--- config.mk ---
export PLATFORM = sky130hd
export DESIGN_NAME = uart8_receiver
export DESIGN_NICKNAME = d
export VERILOG_FILES = /design/src/rtl/uart8_receiver_pkg.sv /design/src/rtl/uart_rx_sync.sv /design/src/rtl/uart8_receiver.sv
export SDC_FILE = /design/constraint.sdc
export NUM_CORES = 1
export LEC_CHECK = 0
export CORE_MARGIN = 3
export CORE_UTILIZATION = 30
export DETAILED_ROUTE_END_ITERATION = 10
export GPL_TIMING_DRIVEN = 0
export SLEW_MARGIN = 20
export SYNTH_ARGS = -nofsm -noshare
export SYNTH_HDL_FRONTEND = slang
export SYNTH_SLANG_ARGS = --single-unit
--- constraint.sdc ---
create_clock -name clk -period 4.53 [get_ports clk]
set_input_delay 0.906 -clock clk [delete_from_list [all_inputs] [get_ports clk]]
set_output_delay 0.906 -clock clk [all_outputs]
set_load 0.01 [all_outputs]
--- src/rtl/uart8_receiver_pkg.sv ---
// Shared UART definitions: frame state encoding, data width and default oversampling.
// The transmitter uses the same state encoding.
package uart8_receiver_pkg;

    localparam int unsigned DataWidth         = 8;
    localparam int unsigned DefaultOversample = 16;

    typedef enum logic [2:0] {
        StIdle      = 3'd0,
        StStartBit  = 3'd1,
        StDataBits  = 3'd2,
        StStopBit   = 3'd3,
        StParityBit = 3'd4
    } uart_state_e;

    // Even-parity bit that makes the total number of ones (data + parity) even.
    function automatic logic even_parity(input logic [DataWidth-1:0] data);
        return ^data;
    endfunction

endpackage

--- src/rtl/uart_rx_sync.sv ---
// Multi-flop synchronizer for the asynchronous rx line plus falling-edge detector.
// All flops reset to 1, which is the idle line level.
module uart_rx_sync #(
    parameter int unsigned SYNC_STAGES = 2
) (
    input  logic clk,
    input  logic rst_n,
    input  logic in,
    output logic rx_s,
    output logic fall
);

    logic [SYNC_STAGES-1:0] sync_q;
    logic                   rx_q;

    always_ff @(posedge clk or negedge rst_n) begin
        if (!rst_n) begin
            sync_q <= '1;
            rx_q   <= 1'b1;
        end else begin
            sync_q <= {sync_q[SYNC_STAGES-2:0], in};
            rx_q   <= sync_q[SYNC_STAGES-1];
        end
    end

    assign rx_s = sync_q[SYNC_STAGES-1];
    assign fall = rx_q & ~rx_s;

endmodule

--- src/rtl/uart8_receiver.sv ---
// 8N1 UART receiver with midpoint sampling on an OVERSAMPLE x baud clock.
// Define UART_RX_PARITY_EN to expect an even-parity bit between bit 7 and the stop bit.
module uart8_receiver
    import uart8_receiver_pkg::*;
#(
    parameter int unsigned OVERSAMPLE  = DefaultOversample,
    parameter int unsigned SYNC_STAGES = 2
) (
    input  logic                 clk,
    input  logic                 rst_n,
    input  logic                 en,
    input  logic                 in,
    output logic [DataWidth-1:0] out,
    output logic                 done,
    output logic                 busy,
    output logic                 err
);

    localparam int unsigned CntW = $clog2(OVERSAMPLE);
    localparam logic [CntW-1:0] HalfLast = CntW'(OVERSAMPLE / 2 - 1);
    localparam logic [CntW-1:0] BitLast  = CntW'(OVERSAMPLE - 1);

    uart_state_e          state_q;
    logic [CntW-1:0]      cnt_q;
    logic [2:0]           bit_idx_q;
    logic [DataWidth-1:0] shift_q;
    logic                 rx_s;
    logic                 fall;
    logic                 stop_ok;

    uart_rx_sync #(
        .SYNC_STAGES (SYNC_STAGES)
    ) u_sync (
        .clk   (clk),
        .rst_n (rst_n),
        .in    (in),
        .rx_s  (rx_s),
        .fall  (fall)
    );

`ifdef UART_RX_PARITY_EN
    logic parity_err_q;
    assign stop_ok = rx_s & ~parity_err_q;
`else
    assign stop_ok = rx_s;
`endif

    always_ff @(posedge clk or negedge rst_n) begin
        if (!rst_n) begin
            state_q      <= StIdle;
            cnt_q        <= '0;
            bit_idx_q    <= '0;
            shift_q      <= '0;
            out          <= '0;
            done         <= 1'b0;
            busy         <= 1'b0;
            err          <= 1'b0;
`ifdef UART_RX_PARITY_EN
            parity_err_q <= 1'b0;
`endif
        end else begin
            done <= 1'b0;
            err  <= 1'b0;
            case (state_q)
                StIdle: begin
                    cnt_q     <= '0;
                    bit_idx_q <= '0;
                    busy      <= 1'b0;
`ifdef UART_RX_PARITY_EN
                    parity_err_q <= 1'b0;
`endif
                    // A line that is already low never shows a falling edge, so a break
                    // or the tail of a bad stop bit cannot start a frame.
                    if (en && fall) begin
                        state_q <= StStartBit;
                        busy    <= 1'b1;
                    end
                end
                StStartBit: begin
                    if (cnt_q == HalfLast) begin
                        cnt_q   <= '0;
                        state_q <= rx_s ? StIdle : StDataBits;
                    end else begin
                        cnt_q <= cnt_q + 1'b1;
                    end
                end
                StDataBits: begin
                    if (cnt_q == BitLast) begin
                        cnt_q     <= '0;
                        shift_q   <= {rx_s, shift_q[DataWidth-1:1]};
                        bit_idx_q <= bit_idx_q + 3'd1;
                        if (bit_idx_q == 3'd7) begin
`ifdef UART_RX_PARITY_EN
                            state_q <= StParityBit;
`else
                            state_q <= StStopBit;
`endif
                        end
                    end else begin
                        cnt_q <= cnt_q + 1'b1;
                    end
                end
`ifdef UART_RX_PARITY_EN
                StParityBit: begin
                    if (cnt_q == BitLast) begin
                        cnt_q        <= '0;
                        parity_err_q <= (even_parity(shift_q) != rx_s);
                        state_q      <= StStopBit;
                    end else begin
                        cnt_q <= cnt_q + 1'b1;
                    end
                end
`endif
                StStopBit: begin
                    if (cnt_q == BitLast) begin
                        cnt_q   <= '0;
                        state_q <= StIdle;
                        if (stop_ok) begin
                            out  <= shift_q;
                            done <= 1'b1;
                        end else begin
                            err <= 1'b1;
                        end
                    end else begin
                        cnt_q <= cnt_q + 1'b1;
                    end
                end
                default: begin
                    state_q <= StIdle;
                    busy    <= 1'b0;
                end
            endcase
        end
    end

endmodule

Yosys cells after proc, flatten, opt, wreduce, memory -nomap -nowiden
Cells that the tools add are included.
{ "totals": {"regBits": 32, "inputBits": 4, "out_inout_bits": 11, "wordCells": 55} }
{ "classes": {"addsub": 2, "eq_ne": 11, "mux": 20, "n_bitwise": 2, "reduce_logical": 10} }
{ "op_table": {"columns": ["op", "count"], "rows": [
  ["3-bit two-way mux", 6],
  ["3-bit case mux with 4 select lines", 1],
  ["4-bit case mux with 3 select lines", 1],
  ["2-bit != test (second input constant)", 5],
  ["4-bit two-way mux", 2],
  ["1-bit two-way mux", 7],
  ["3-bit by 2-bit == test with 1-bit output (second input constant)", 2],
  ["3-bit case mux with 2 select lines", 1],
  ["5-bit AND reduction", 1],
  ["4-bit by 1-bit adder with 4-bit output (second input constant)", 1],
  ["4-bit by 3-bit == test with 1-bit output (second input constant)", 1],
  ["4-bit == test (second input constant)", 1],
  ["2-bit AND reduction", 2],
  ["3-bit by 1-bit adder with 3-bit output (second input constant)", 1],
  ["3-bit by 1-bit == test with 1-bit output (second input constant)", 1],
  ["3-bit == test (second input constant)", 1],
  ["3-bit zero test", 1],
  ["3-bit AND reduction", 1],
  ["3-bit nonzero test", 1],
  ["3-bit OR reduction", 1],
  ["2-bit two-way mux", 1],
  ["1-bit case mux with 2 select lines", 1],
  ["2-bit nonzero test", 1],
  ["2-bit OR reduction", 1],
  ["other kinds (3)", 3]
]} }

Longest topological paths before layout
{ "logic_depth": {"ltp_word": 5, "ltp_mapped": 5, "ltp_nobuf": 5} }

Hierarchy
Synthesis repeated with hierarchy kept, for this count alone.
{ "unflattened": {"hier_cells": 93, "hier_area_um2": 1318.8} }
{ "modules_own_cells": {"columns": ["module", "n_inst", "cells_each", "area_per_inst_um2", "seq_area_each_um2"], "rows": [
  ["uart8_receiver", 1, 89, 1226.2, 700.7],
  ["uart_rx_sync", 1, 4, 92.6, 78.8]
]} }

Worst setup path after synthesis
Ideal clock, no wire load.
{ "synth_timing": {"kind": "flip-flop to flip-flop", "start": "register cnt_q[0]", "end": "register bit_idx_q[0]", "setup_time_ps": 121, "arrival_ps": 1368, "t_required_ps": 4409, "path_slack_ps": 3041, "stages_incl_launch_ff": 6, "n_path_buf": 1, "period_less_slack_ps": 1489, "cell_sequence": "dfrtp_1 -> ha_1 -> buf_6 -> and4b_4 -> mux2_2 -> a22o_1"} }
{ "synth_between": {"elab_chain_cells": 3} }
{ "synth_rtl": {"columns": ["element", "line_no", "text"], "rows": [
  ["start, declared", "uart8_receiver.sv:24", "logic [CntW-1:0] cnt_q;"],
  ["start signal, assigned", "uart8_receiver.sv:84", "cnt_q <= cnt_q + 1'b1;"],
  ["start signal, assigned", "uart8_receiver.sv:100", "cnt_q <= cnt_q + 1'b1;"],
  ["start signal, assigned", "uart8_receiver.sv:125", "cnt_q <= cnt_q + 1'b1;"],
  ["4-bit == test", "uart8_receiver.sv:88", "if (cnt_q == BitLast) begin"],
  ["2-bit != test (no source line)", null, null],
  ["2-bit AND reduction (no source line)", null, null],
  ["end signal, assigned", "uart8_receiver.sv:91", "bit_idx_q <= bit_idx_q + 3'd1;"],
  ["end, declared", "uart8_receiver.sv:25", "logic [2:0] bit_idx_q;"]
]} }
Every way passes these cells.
A chain may end at the register's enable or synchronous reset.

Final worst setup path
{ "layout_timing": {"start": "register out[4]", "end": "output out[4]"} }
{ "layout_rtl": {"columns": ["element", "line_no", "text"], "rows": [
  ["start, declared", "uart8_receiver.sv:13", "output logic [DataWidth-1:0] out,"],
  ["start signal, assigned", "uart8_receiver.sv:119", "out <= shift_q;"]
]} }
No word-level cell between the ends.

==> flow_metrics.env <==
export IMPL_status="completed"
export IMPL_end_kind="output port"
export IMPL_synth_top_cell_area_share=0.510
export IMPL_critPathMaxFanout=2
export IMPL_grt_util_all_layers=0.0998
export IMPL_cts_root_buf="clkbuf_8"
export IMPL_switching_share=0.293
export IMPL_cp_cell_sequence="clkdlybuf4s50_1"
export IMPL_ctsResizeCount=0
export IMPL_required_ns=3.62
export IMPL_rr_worst_depth=5
export IMPL_antenna_found_initial=0
export IMPL_holdPathStages=0
export IMPL_min_from="u_sync.sync_q[0]$_DFF_PN1_"
export IMPL_ctsHoldBuffers=0
export IMPL_startpoint_type="register"
export IMPL_hold_path_class="register to register"
export IMPL_p_leak_nw=0.809
export IMPL_maxCapViolCount=0
export IMPL_synth_area_leaders="dfrtp_1 (51%), mux2_4 (8.7%), dfstp_2 (5.7%)"
export IMPL_synth_area_um2=1380
export IMPL_grt_max_degree=32
export IMPL_r2r_end="out[2]$_DFFE_PN0P_"
export IMPL_hold_viol=0
export IMPL_grt_pass1_wl_um=4140
export IMPL_num_fill_cells=402
export IMPL_clock_sinks=31
export IMPL_min_period_ns=2.07
export IMPL_ant_nets=0
export IMPL_dp_cells=157
export IMPL_die_y_um=73.7
export IMPL_rows=23
export IMPL_cts_max_level=2
export IMPL_vdd_drop_max_uv=217
export IMPL_maxSlewViolCount=0
export IMPL_layout_drive_gt1_share=0.298
export IMPL_netlist_instances=93
export IMPL_r2r_start="cnt_q[0]$_DFFE_PN0P_"
export IMPL_gr_total_overflow=0
export IMPL_cts_buffer_depth=2
export IMPL_p_switching_w=0.000215
export IMPL_drt_wl_total_um=2260
export IMPL_fin_worst_skew_ns=0.00360
export IMPL_netlist_top_cell_by_area="dfrtp_1"
export IMPL_clockPowerShare=0.285
export IMPL_diodes=0
export IMPL_setup_slack_ns=2.46
export IMPL_via_per_inst=4.80
export IMPL_synth_cell_types=34
export IMPL_criticalPathCategory="register to output port"
export IMPL_portBuffers=14
export IMPL_rsz0062_at_grt="false"
export IMPL_powerDensity_nw_per_um2=441
export IMPL_start_util=0.327
export IMPL_cts_buffers=5
export IMPL_r2r_slack_ns=2.97
export IMPL_design_area_um2=1660
export IMPL_post_cts_buffers=0
export IMPL_wl_per_cell_um=13.8
export IMPL_combPwrFrac=0.268
export IMPL_grt_pass1_vias=895
export IMPL_placed_cell_area_um2=1570
export IMPL_cp_num_buf_inv=1
export IMPL_ys_seq_elements=31
export IMPL_max_stage_delay_ns=0.54
export IMPL_detailedPlace_worstSlack_ns=2.64
export IMPL_critPathArrivalTime_ns=1.16
export IMPL_dieArea_um2=5430
export IMPL_clkTransAtPathRegs_ns=0.06
export IMPL_place_gp_congestion=0.733
export IMPL_max_freq_mhz=483
export IMPL_post_route_period_util=0.457
export IMPL_synth_flop_cell="dfrtp_1"
export IMPL_final_cells=164
export IMPL_dieWidth_um=73.7
export IMPL_synth_edff_count=0
export IMPL_relSlewSlack=0.545
export IMPL_drt_initial_drc_count=36
export IMPL_seq_power_share=0.447
export IMPL_hold_ws_ns=0.355
export IMPL_worst_pin_slew_ns=0.683
export IMPL_hpwl_um=1630
export IMPL_drc=0
export IMPL_syn_to_final_growth_pct=20.7
export IMPL_final_net_count=121
export IMPL_seq_area_frac_synth=0.567
export IMPL_final_setup_tns_ns=0
export IMPL_first_pass_iters=4
export IMPL_setup_viol=0
export IMPL_cts_tree="built"
export IMPL_synth_area_per_cell_um2=14.8
export IMPL_yosys_warnings=0
export IMPL_core_area_um2=4200
export IMPL_ios=15
export IMPL_clock_latency_ns=0.27
export IMPL_p_int_w=0.000518
export IMPL_num_vias=788
export IMPL_synth_fp_nets=100
export IMPL_postSynth_asyncResetShare=1.00
export IMPL_slowest_stage="clkdlybuf4s50_1"
export IMPL_hold_end="u_sync.sync_q[1]$_DFF_PN1_"
export IMPL_cp_top_family="buffers and inverters"
==> area by class of cell <==
type | instances | area (um2) | share of cell area
inverter | 2 | 7.51 | 0.00452
buffer | 6 | 50.0 | 0.0301
sequential | 31 | 779 | 0.469
multi-input combinational | 54 | 538 | 0.324
clock buffer | 6 | 82.6 | 0.0497
clock inverter | 1 | 5.00 | 0.00301
tap | 50 | 62.6 | 0.0377
timing repair buffer | 14 | 135 | 0.0814
==> stage by stage <==
| stage | util | power [W] |
|---|---|---|
| after floorplan | - | 0.000488 |
| after global placement | 0.376 | 0.000523 |
| after detailed placement | 0.374 | 0.000530 |
| after CTS | 0.395 | 0.000744 |
| after global routing | 0.395 | 0.000786 |
| final | 0.395 | 0.000733 |
==> synth_stat cells, types with 2 or more instances <==
master and instances:
nand2_1 4, a22o_1 5, inv_1 2, mux2_2 2, a21oi_1 2, ha_1 3, nor2_1 3, dfrtp_1 28
buf_2 2, o22a_1 2, mux2_4 8, mux2_1 7, buf_4 2, dfstp_2 3
==> worst max path at each step <==
stage	from	endpoint	slack (ns)	cells after the start
CTS	out[5]$_DFFE_PN0P_	out[5]	2.45	1
detailed placement	en	state_q[0]$_DFFE_PN0P_	2.64	4
floorplan	cnt_q[0]$_DFFE_PN0P_	bit_idx_q[0]$_DFFE_PN0P_	3.04	5
finish	out[4]$_DFFE_PN0P_	out[4]	2.46	1
global placement	rst_n	bit_idx_q[2]$_DFFE_PN0P_	2.05	1
global route	out[5]$_DFFE_PN0P_	out[5]	2.40	1
==> cells by family (layout without fill, tap and decap cells) <==
group	Yosys count	after routing	synth area share
DFF	31	31	0.567
muxes	17	17	0.161
AOI/OAI and AO/OA	16	16	0.0946
and+or+nand+nor	16	16	0.0955
buffers and inverters	8	29	0.0419
adders and majority gates	3	3	0.0273
xor gates and xnor gates	2	2	0.0127
==> cell usage in the layout, fill, tap and decap left out, types with 3 or more instances in the layout <==
cell type,count
dfrtp_1,28
clkdlybuf4s50_1,13
mux2_4,8
clkbuf_8,7
mux2_1,7
a22o_1,5
nand2_1,4
buf_2,3
nor2_1,3
ha_1,3
dfstp_2,3
==> power by group through the flow <==
| stage | Clock, W | Combinational (W) | Sequential, W |
|---|---|---|---|
| 2_1_floorplan | 0 | 0.000159 | 0.000329 |
| 3_3_place_gp | 0 | 0.000193 | 0.000331 |
| 3_5_place_dp | 0 | 0.000198 | 0.000332 |
| 4_1_cts | 0.000218 | 0.000199 | 0.000327 |
| 5_1_grt | 0.000234 | 0.000222 | 0.000329 |
| 6_report | 0.000209 | 0.000196 | 0.000328 |
==> flip-flops by register name, summed over array words and instances (netlist names) <==
signal / flops
done: 1
state_q: 2
u_sync.rx_q: 1
cnt_q: 4
out: 8
err: 1
shift_q: 8
busy: 1
bit_idx_q: 3
u_sync.sync_q: 2
==> per-layer routing <==
metal  vias to the layer above  part of all wire  GRT usage
met5                         -                 0          0
met4                         0            0.0031     0.0302
met3                         2             0.045     0.0328
met2                        14              0.50      0.159
met1                       398              0.45      0.128
li1                        374                 -          -
Note: power is estimated with default switching activity, not from simulation.
